<file path="src/rtl/fault_detect_ctrl.sv">
// rtl/fault_detect_ctrl.sv - built-in self test sequencer for four full-adder cells
//
// Purpose: sweeps all eight operand combinations (lut_i = {a,b,cin}) into four
// isolated full-adder cells, holds each pattern SETTLE+1 cycles, then compares
// the cells' sum/carry against the expected values and pulses per-cell flags.
// Optional periodic re-test after each completed sweep.
//
// Ports:
//   clk        rising-edge clock
//   clr        synchronous active-low reset
//   start      single-cycle sweep request (honoured in IDLE and DONE)
//   auto_en    enables automatic re-test PERIOD cycles after DONE entry
//   fa_s/fa_c  sum/carry outputs of the cells under test
//   t_a/t_b/t_cin  registered per-cell test operands
//   test_mode  high while cells are isolated (APPLY/SETTLE_W/CAPTURE)
//   lut_i      current pattern index
//   sf/cf      per-cell sum/carry mismatch, one-cycle pulse after CAPTURE
//   busy       high outside IDLE and DONE
//   done       one-cycle pulse on DONE entry
//   fault_any  sticky OR of sf/cf since the last sweep start

module fault_detect_ctrl #(
  parameter int SETTLE = 2,
  parameter int PERIOD = 256
) (
  input  logic       clk,
  input  logic       clr,
  input  logic       start,
  input  logic       auto_en,
  input  logic [3:0] fa_s,
  input  logic [3:0] fa_c,
  output logic [3:0] t_a,
  output logic [3:0] t_b,
  output logic [3:0] t_cin,
  output logic       test_mode,
  output logic [2:0] lut_i,
  output logic [3:0] sf,
  output logic [3:0] cf,
  output logic       busy,
  output logic       done,
  output logic       fault_any
);

  typedef enum logic [2:0] {
    IDLE     = 3'd0,
    APPLY    = 3'd1,
    SETTLE_W = 3'd2,
    CAPTURE  = 3'd3,
    DONE     = 3'd4
  } state_t;

  localparam logic [3:0]  SETTLE_LOAD = 4'(SETTLE - 1);
  localparam logic [15:0] PERIOD_LAST = 16'(PERIOD - 1);

  state_t      state;
  logic [3:0]  settle_cnt;
  logic [15:0] ival_cnt;

  logic       exp_sum;
  logic       exp_carry;
  logic [3:0] sf_next;
  logic [3:0] cf_next;
  logic [2:0] lut_next;
  logic       go;

  // Expected full-adder response for the pattern currently applied.
  assign exp_sum   = lut_i[2] ^ lut_i[1] ^ lut_i[0];
  assign exp_carry = (lut_i[2] & lut_i[1]) | (lut_i[2] & lut_i[0]) | (lut_i[1] & lut_i[0]);
  assign sf_next   = fa_s ^ {4{exp_sum}};
  assign cf_next   = fa_c ^ {4{exp_carry}};
  assign lut_next  = lut_i + 3'd1;

  // Sweep launch: explicit start from IDLE/DONE, or interval expiry in DONE.
  // start has priority simply because both lead to the same restart.
  assign go = ((state == IDLE) && start) ||
              ((state == DONE) && (start || (auto_en && (ival_cnt == PERIOD_LAST))));

  always_ff @(posedge clk) begin
    if (!clr) begin
      state      <= IDLE;
      settle_cnt <= '0;
      ival_cnt   <= '0;
      t_a        <= '0;
      t_b        <= '0;
      t_cin      <= '0;
      test_mode  <= 1'b0;
      lut_i      <= '0;
      sf         <= '0;
      cf         <= '0;
      busy       <= 1'b0;
      done       <= 1'b0;
      fault_any  <= 1'b0;
    end else begin
      // Pulse outputs default low; only CAPTURE and DONE entry raise them.
      sf   <= '0;
      cf   <= '0;
      done <= 1'b0;

      if (go) begin
        state     <= APPLY;
        lut_i     <= '0;
        t_a       <= '0;
        t_b       <= '0;
        t_cin     <= '0;
        test_mode <= 1'b1;
        busy      <= 1'b1;
        fault_any <= 1'b0;
        ival_cnt  <= '0;
      end else begin
        case (state)
          IDLE: ;

          APPLY: begin
            settle_cnt <= SETTLE_LOAD;
            state      <= SETTLE_W;
          end

          SETTLE_W: begin
            if (settle_cnt == 4'd0) state <= CAPTURE;
            else settle_cnt <= settle_cnt - 4'd1;
          end

          CAPTURE: begin
            sf <= sf_next;
            cf <= cf_next;
            // Set together with the flags so fault_any rises in the same cycle.
            if ((|sf_next) || (|cf_next)) fault_any <= 1'b1;
            if (lut_i != 3'd7) begin
              lut_i <= lut_next;
              t_a   <= {4{lut_next[2]}};
              t_b   <= {4{lut_next[1]}};
              t_cin <= {4{lut_next[0]}};
              state <= APPLY;
            end else begin
              state     <= DONE;
              done      <= 1'b1;
              busy      <= 1'b0;
              test_mode <= 1'b0;
              t_a       <= '0;
              t_b       <= '0;
              t_cin     <= '0;
              ival_cnt  <= '0;
            end
          end

          DONE: begin
            if (!auto_en) ival_cnt <= '0;
            else ival_cnt <= ival_cnt + 16'd1;
          end

          default: state <= IDLE;
        endcase
      end
    end
  end

endmodule

</file>
<file path="config.mk">
export PLATFORM = sky130hd
export DESIGN_NAME = fault_detect_ctrl
export DESIGN_NICKNAME = d
export VERILOG_FILES = /design/src/rtl/fault_detect_ctrl.sv
export SDC_FILE = /design/constraint.sdc
export NUM_CORES = 1
export LEC_CHECK = 0
export ABC_AREA = 1
export CELL_PAD_IN_SITES_DETAIL_PLACEMENT = 2
export CELL_PAD_IN_SITES_GLOBAL_PLACEMENT = 2
export CORE_ASPECT_RATIO = 1.2
export CORE_MARGIN = 2
export CORE_UTILIZATION = 31
export CTS_CLUSTER_DIAMETER = 80
export DETAILED_ROUTE_END_ITERATION = 8
export GPL_TIMING_DRIVEN = 1
export PLACE_DENSITY = 0.94
export SLEW_MARGIN = 20
export SYNTH_ARGS = -nofsm -noshare
export SYNTH_HDL_FRONTEND = slang
export SYNTH_SLANG_ARGS = --single-unit
</file>
<file path="constraint.sdc">
create_clock -name clk -period 3.25 [get_ports clk]
set_input_delay 0.65 -clock clk [delete_from_list [all_inputs] [get_ports clk]]
set_output_delay 0.65 -clock clk [all_outputs]
set_load 0.02 [all_outputs]
</file>
Word-level counts from Yosys, hierarchy flattened --
Cells that the tools add are included.
Storage, ports and cells: logic and storage cells 80, register bits after elaboration 49, output and inout bits 27, input bits 12
Operators by class: reductions and logical operators 23, bitwise gates (word level) 13, add/sub/neg operators 3, eq/ne operators 12, mux-type cells 16
Operators with widths (number):
- $mux W16 | 2
- $pmux W16 S2 | 1
- $add A16 B1 Y16 const B | 1
- $eq A16 B8 Y1 const B | 1
- $mux W4 | 4
- $pmux W3 S4 | 1
- $reduce_and A2 Y1 | 6
- $ne A2 B2 Y1 const B | 4
- $pmux W4 S2 | 1
- $reduce_or A4 Y1 | 2
- $xor A4 B4 Y4 | 2
- $eq A3 B2 Y1 const B | 2
- $mux W3 | 2
- $ne A3 B3 Y1 const B | 2
- $reduce_bool A2 Y1 | 3
- $mux W1 | 5
- $logic_not A4 Y1 | 1
- $not A1 Y1 | 4
- $reduce_or A2 Y1 | 2
- $sub A4 B1 Y4 const B | 1
- $add A3 B1 Y3 const B | 1
- $and A1 B1 Y1 | 3
- $eq A3 B1 Y1 const B | 1
- $eq A3 B3 Y1 const B | 1
- other kinds (8) | 14

Longest topological paths before layout --
Gate-level depths: netlist (run 1).
word-level depth 7, gate-level depth with buffers 11, gate-level depth less buffers 11

Worst setup path after synthesis (run 1) --
Ideal clock, no wire load.
path type reg2reg, start point reg lut_i[1], end point reg fault_any, stages on the path, launching flop included 8, arrival time 1.583 ns, data required time 3.129 ns, clock period less this slack 1.704 ns, setup time 0.121 ns, buffers on the path 0, setup slack 1.546 ns, cell sequence dfxtp_1 fa_1 xnor2_1 nand2_1 nor3_1 nand2_1 nand2_1 o21ai_0
Between the ends: cells in the longest elaborated chain, start to end 7, elaborated cells between the ends (all ways) 12, those cells by class bitwise (8); reduce/logical (4)
Ends and longest elaborated chain:
- from (decl) | RTL line 36 | output logic [2:0] lut_i,
- from (signal assigned) | RTL line 129 | lut_i <= lut_next;
- $and A1 B1 Y1 | RTL line 68 | assign exp_carry = (lut_i[2] & lut_i[1]) | (lut_i[2] & lut_i[0]) | (lut_i[1] & lut_i[0]);
- $or A1 B1 Y1 (2 in a row) | RTL line 68
- $xor A4 B4 Y4 | RTL line 70 | assign cf_next = fa_c ^ {4{exp_carry}};
- $reduce_or A4 Y1 | RTL line 127 | if ((|sf_next) || (|cf_next)) fault_any <= 1'b1;
- $logic_or A1 B1 Y1 * | RTL line 127
- $reduce_and A2 Y1 (no source line) *
- to (signal assigned) | RTL line 92 | fault_any <= 1'b0;
- to (signal assigned) | RTL line 107 | fault_any <= 1'b0;
- to (signal assigned) | RTL line 127
- to (decl) | RTL line 41 | output logic fault_any
Every way passes the cells marked *; elsewhere a longest branch is shown, timed or not. A chain may end at the register's enable or synchronous reset.

Worst setup path in the final report (run 1) --
start point reg lut_i[0], end point out lut_i[0]
No word-level cell between the ends.

==> results of run 1 <==
==> per-stage QoR <==
step	std cells	area, um^2	worst slack, ns	hold WS (ns)
floorplan	302	2130	1.55	0.455
global placement	412	2500	1.11	0.458
detailed placement	412	2500	1.05	0.501
CTS	420	2590	1.19	0.514
global route	420	2590	1.15	0.533
finish	420	2590	1.21	0.509
==> registers in the layout, indices dropped and copies added (netlist names) <==
register	count
t_a	1
settle_cnt	4
cf	4
ival_cnt	16
busy	1
done	1
t_b	1
fault_any	1
sf	4
t_cin	1
lut_i	3
state	3
==> worst paths after layout <==
kind            startpoint  slack, ns             to  cells after the start
min          settle_cnt[0]       0.51  settle_cnt[0]                      2
max reg2reg    ival_cnt[0]       1.33    ival_cnt[6]                      8
max               lut_i[0]       1.21       lut_i[0]                      1
min reg2reg  settle_cnt[0]       0.51  settle_cnt[0]                      2
==> cells in the mapped netlist <==
library cell	n
buf_2	1
nor3_2	1
o22ai_1	1
xnor2_1	4
dfxtp_1	40
buf_6	3
nand3_4	1
nand3b_1	1
nand2_1	63
a22oi_1	1
or2_1	2
inv_2	2
o21ai_0	11
a31o_2	1
a211oi_1	1
nand4_2	1
nor2_2	1
a21oi_2	2
xor2_1	4
a21oi_1	21
fa_1	1
nor3_1	6
nand2_2	2
buf_4	10
ha_1	5
nor2_4	1
nor2_1	53
clkbuf_1	1
nand3_1	18
nand3_2	2
inv_1	33
nand4_1	8
==> layout make-up <==
class,instances,area [um^2],area share
inverter,35,131,0.0507
clock inverter,2,13.8,0.00531
sequential,40,801,0.309
multi-input combinational,212,1080,0.415
tap,87,109,0.0420
clock buffer,6,82.6,0.0318
timing repair buffer,38,380,0.147
==> routing by layer <==
layer	vias up	GRT usage
met5	-	0
met4	0	0.0805
met3	15	0.0277
met2	39	0.370
met1	999	0.206
li1	1018	-
==> cell families after synthesis <==
logic type / count (synthesis) / share of synthesized area
AOI/OAI and AO/OA: 38 / 0.0977
DFF: 40 / 0.377
buffers and inverters: 50 / 0.117
xor gates and xnor gates: 8 / 0.0330
and+or+nand+nor: 160 / 0.337
adders and majority gates: 6 / 0.0388
==> power groups by stage <==
stage / registers (mW) / clock network [mW] / logic (mW)
floorplan: 0.520 / 0 / 0.0631
global placement: 0.519 / 0 / 0.0915
detailed placement: 0.520 / 0 / 0.0979
CTS: 0.508 / 0.381 / 0.0999
global route: 0.509 / 0.398 / 0.111
finish: 0.508 / 0.367 / 0.0984
==> impl_metrics.csv, run 1 <==
group,metric,value,unit
final_layout,fill_cells,815,
power_and_ir_drop,comb_power_share,0.101,
worst_setup_path,criticalPathCategory,"reg -> out",
power_and_ir_drop,p_per_area,375,mW/mm^2
clock_network,cts.path.max_buffers,2,
power_and_ir_drop,seqPwrFrac,0.522,
floorplanning,std_cell_rows,33,
worst_setup_path,critPathTopFamily,"buffers and inverters",
global_route,grt_pass1_vias,2325,
global_route,antenna_found_initial,0,
logic_synthesis,synth_area,0.00213,mm^2
sta,fin_crit_sh,0.626,
drt,firstDrtPassIters,4,
final_layout,area_delta_synth_final,22.0,%
sta,fin_worst_skew,0.00533,ns
final_layout,nNetsFinal,350,
placed_design,port_buffers,38,
floorplanning,ios,39,
sta,min_period,2.04,ns
worst_setup_path,end_kind,"primary output",
clock_network,cts_buffers,5,
worst_setup_path,path_buf_inv,1,
drt,met1_length,2.71,mm
sta,tightestPinTransition,0.423,ns
power_and_ir_drop,peakVddDrop,212,uV
logic_synthesis,yosysSeqAreaShare,0.377,
global_route,globalRouteOverflowTotal,0,
sta,fmax,0.491,GHz
clock_network,h-tree-depth,2,
floorplanning,core_area,0.00673,mm^2
clock_network,clock_sinks,40,
drt,top_layer,"met4",
placed_design,gp_congestion,0.827,
logic_synthesis,synth_seq_cells,40,
floorplanning,die_area,0.00754,mm^2
sta,tns,0,ns
worst_setup_path,slowest_delay,0.65,ns
floorplanning,die_y,94.7,um
power_and_ir_drop,p_sw,0.260,mW
drt,wl_met2,3.69,mm
drt,drt_iter0_drc,35,
worst_hold_path,hold_path_class,"reg -> reg",
drt,avgViaCountPerCell,4.93,
drt,wire_per_inst,16.0,um
drt,dr_wl_met3,138,um
drt,drtAntennaViolNets,0,
outcome,status,"finished clean",
worst_setup_path,cp_cell_sequence,"clkdlybuf4s50_1",
clock_network,clkTransAtPathRegs,0.09,ns
floorplanning,die_w,79.6,um
final_layout,final_common_cell,"nand2_1",
sta,rsz0062_at_grt,"no",
final_layout,layout-drive-gt1-share,0.0661,
power_and_ir_drop,leakagePower,0.995,nW
job,max-cap-violations,0,
clock_network,clock-root-buffer,"clkbuf_8",
clock_network,clk_latency,0.30,ns
drt,wl,6.71,mm
global_route,grt_max_degree,23,
final_layout,layout_common_cells,"nand2_1, nor2_1, dfxtp_1",
sta,hold_viol_final,0,
power_and_ir_drop,p_total,0.973,mW
global_route,grt_pass1_wl,11.3,mm
logic_synthesis,yosys.area.top_type,"dfxtp_1",
sta,setup_viol_count_final,0,
logic_synthesis,ys_warn_count,0,
final_layout,final_util,0.385,
logic_synthesis,syn_inst,302,
clock_network,post_cts_buffers,0,
logic_synthesis,yosysTopAreaCellShare,0.377,
worst_setup_path,worstSetupStartpointType,"flop",
logic_synthesis,synth_nets,320,
power_and_ir_drop,clkPwrFrac,0.377,
clock_network,cts_resized,0,
clock_network,tritoncts,"yes",
final_layout,num_antenna_cells,0,
placed_design,dpl.hpwl,5.04,mm
worst_setup_path,cp_slowest_cell,"clkdlybuf4s50_1",
floorplanning,start_util,0.316,
sta,max_slew_margin,0.717,
sta,final_max_slew_viol_count,0,
drt,num_vias,2071,
worst_setup_path,critical_path.max_fanout,5,
worst_setup_path,cp_data_required_time,2.60,ns
logic_synthesis,ys_top_cells_by_area,"dfxtp_1, nand2_1, nor2_1",
logic_synthesis,synth.distinct_cells,32,
clock_network,ctsHoldBuffers,0,
logic_synthesis,avgSynthCellArea,7.04,um^2
drt,route.detailed.drc,0,
power_and_ir_drop,switching_share,0.267,
global_route,grt.total_usage,0.193,
power_and_ir_drop,internal_power,0.713,mW
worst_setup_path,crit_arrival,1.39,ns
Power figures use the tool's default switching activity.
==> run 2, diff against run 1 <==
--- a/config.mk
+++ b/config.mk
@@ -10,11 +10,11 @@
 export CELL_PAD_IN_SITES_GLOBAL_PLACEMENT = 2
 export CORE_ASPECT_RATIO = 1.2
 export CORE_MARGIN = 2
-export CORE_UTILIZATION = 31
+export CORE_UTILIZATION = 26
 export CTS_CLUSTER_DIAMETER = 80
 export DETAILED_ROUTE_END_ITERATION = 8
 export GPL_TIMING_DRIVEN = 1
-export PLACE_DENSITY = 0.94
+export PLACE_DENSITY = 0.86
 export SLEW_MARGIN = 20
 export SYNTH_ARGS = -nofsm -noshare
 export SYNTH_HDL_FRONTEND = slang
==> constraint.sdc (replaced) <==
create_clock -name clk -period 1.79 [get_ports clk]
set_input_delay 0.358 -clock clk [delete_from_list [all_inputs] [get_ports clk]]
set_output_delay 0.358 -clock clk [all_outputs]
set_load 0.02 [all_outputs]
==> run 2 against run 1 <==
- routed wire length increased by 3.4%
- cell count increased by 4.3%
- via count increased by 2.2%
- utilization decreased by 4.0 points
- first-iteration DRC count increased by 83%
- clock skew increased by 0.0015 ns
==> impl_metrics.csv, run 2 (synthesis results as in run 1) <==
group,metric,value,unit
clock_network,cts_buffers,5,
worst_setup_path,critical_path.max_fanout,4,
final_layout,regMostFlops,"ival_cnt",
final_layout,layout-drive-gt1-share,0.125,
final_layout,final_cells,438,
clock_network,clk_latency,0.30,ns
global_route,grt_pass1_wl,11.3,mm
floorplanning,start_util,0.265,
floorplanning,ios,39,
placed_design,placed_area,0.00256,mm^2
worst_setup_path,r2r_end,"fault_any",
drt,route.detailed.drc,0,
sta,setup_viol_count_final,0,
sta,tightestPinTransition,0.366,ns
final_layout,nNetsFinal,361,
worst_setup_path,worstSetupStartpointType,"flop",
global_route,grt_max_degree,23,
floorplanning,die_area,0.00892,mm^2
final_layout,final_common_cell,"nand2_1",
worst_setup_path,path_common_cell,"nand2_1",
drt,wl,6.93,mm
drt,wire_per_inst,15.8,um
clock_network,clock-root-buffer,"clkbuf_8",
sta,fmax,0.573,GHz
global_route,antenna_found_initial,0,
worst_setup_path,end_kind,"flop",
worst_setup_path,reg2reg_slack,0.04,ns
global_route,globalRouteOverflowTotal,0,
sta,hold-worst-slack,0.465,ns
sta,hold_viol_final,0,
final_layout,area_delta_synth_final,30.2,%
drt,drt_iter0_drc,64,
clock_network,clkTransAtPathRegs,0.08,ns
worst_hold_path,holdCritStartpoint,"fault_any",
placed_design,place_inst,427,
sta,fin_worst_skew,0.00679,ns
worst_setup_path,path_buf_inv,0,
worst_setup_path,r2r-start,"lut_i[2]",
floorplanning,std_cell_rows,36,
worst_hold_path,hold_path_class,"reg -> reg",
worst_setup_path,cp_data_required_time,1.98,ns
clock_network,tritoncts,"yes",
drt,firstDrtPassIters,4,
floorplanning,die_y,103,um
clock_network,ctsHoldBuffers,0,
global_route,grt_pass1_vias,2328,
job,max-cap-violations,0,
sta,fin_crit_sh,0.976,
drt,drtAntennaViolNets,0,
worst_setup_path,criticalPathCategory,"reg -> reg",
worst_setup_path,r2r_cells,7,
clock_network,h-tree-depth,2,
worst_setup_path,slowest_delay,0.67,ns
final_layout,num_antenna_cells,0,
power_and_ir_drop,peakVddDrop,267,uV
placed_design,gp_congestion,0.825,
placed_design,dpl.hpwl,5.22,mm
placed_design,port_buffers,38,
final_layout,layout_common_cells,"nand2_1, nor2_1, dfxtp_1, clkdlybuf4s50_1, inv_1",
worst_setup_path,cp_cell_sequence,"fa_2 -> xnor2_2 -> nand2_1 -> nor3_2 -> nand2_1 -> nand2_1 -> o21ai_1",
sta,final_max_slew_viol_count,0,
sta,max_slew_margin,0.755,
drt,num_vias,2116,
worst_setup_path,critPathTopFamily,"adder cells",
worst_hold_path,holdPathEnd,"fault_any",
worst_setup_path,crit_arrival,1.94,ns
outcome,status,"finished clean",
floorplanning,die_w,86.5,um
power_and_ir_drop,p_per_area,728,mW/mm^2
power_and_ir_drop,leakagePower,1.08,nW
final_layout,final_area,0.00277,mm^2
sta,min_period,1.75,ns
worst_hold_path,whs_path_depth,2,
final_layout,largest_register_ff_count,16,
global_route,grt.total_usage,0.162,
worst_setup_path,cp_slowest_cell,"fa_2",
sta,rsz0062_at_grt,"yes",
floorplanning,core_area,0.00802,mm^2
drt,avgViaCountPerCell,4.83,
clock_network,cts.path.max_buffers,2,
clock_network,clock_sinks,40,
[run 2: routing by layer]
metal / global-route usage / part of all wire / vias up
met5: 0 / 0 / -
li1: - / - / 1040
met4: 0.0445 / 0.017 / 0
met2: 0.320 / 0.56 / 42
met1: 0.172 / 0.39 / 1024
met3: 0.0304 / 0.038 / 10
[run 2: worst max-delay path by stage]
stage              from     endpoint  cells after the start
6_report       lut_i[2]    fault_any                      7
5_1_grt        lut_i[2]    fault_any                      7
4_1_cts        lut_i[0]  ival_cnt[3]                      7
3_5_place_dp   lut_i[0]    fault_any                      7
3_3_place_gp   lut_i[0]    fault_any                      7
2_1_floorplan  lut_i[1]    fault_any                      7
[run 2: per-stage QoR]
step	setup TNS (ns)	total power, mW	util	setup slack [ns]
after global placement	0	1.12	0.319	0.00190
after floorplan	0	1.06	-	0.0862
final	0	2.02	0.345	0.0435
after detailed placement	-0.112	1.13	0.319	-0.112
after CTS	0	2.03	0.338	0.0201
after global routing	-0.272	2.09	0.345	-0.0659
[run 2: area by class of cell]
type | count | area [um^2]
clock buffers | 5 | 68.8
clock inverters | 2 | 60.1
fillers | 955 | 5250
inverters | 35 | 131
multi-input cells | 213 | 1130
flip-flops and latches | 40 | 806
well taps | 95 | 119
repair buffers | 48 | 453
[run 2: worst reg2reg max path: stages (launching register included)]
cell and delay, ns:
dfxtp_2 0.34, fa_2 0.67, xnor2_2 0.16, nand2_1 0.10, nor3_2 0.19, nand2_1 0.08, nand2_1 0.06, o21ai_1 0.05
[run 2: power by group]
group	switching (mW)	leakage [nW]	internal, mW	total [mW]
Combinational	0.110	0.695	0.0820	0.192
Sequential	0.0171	0.325	0.905	0.923
Clock	0.351	0.0642	0.550	0.900
Total	0.478	1.08	1.54	2.02
[run 2: timing repair]
action / CTS / global route
resized for setup: 7 / 9
buffers inserted: 0 / 3
cloned: 0 / 1
setup endpoints to repair: 2 / 28
pin swaps: 1 / 5
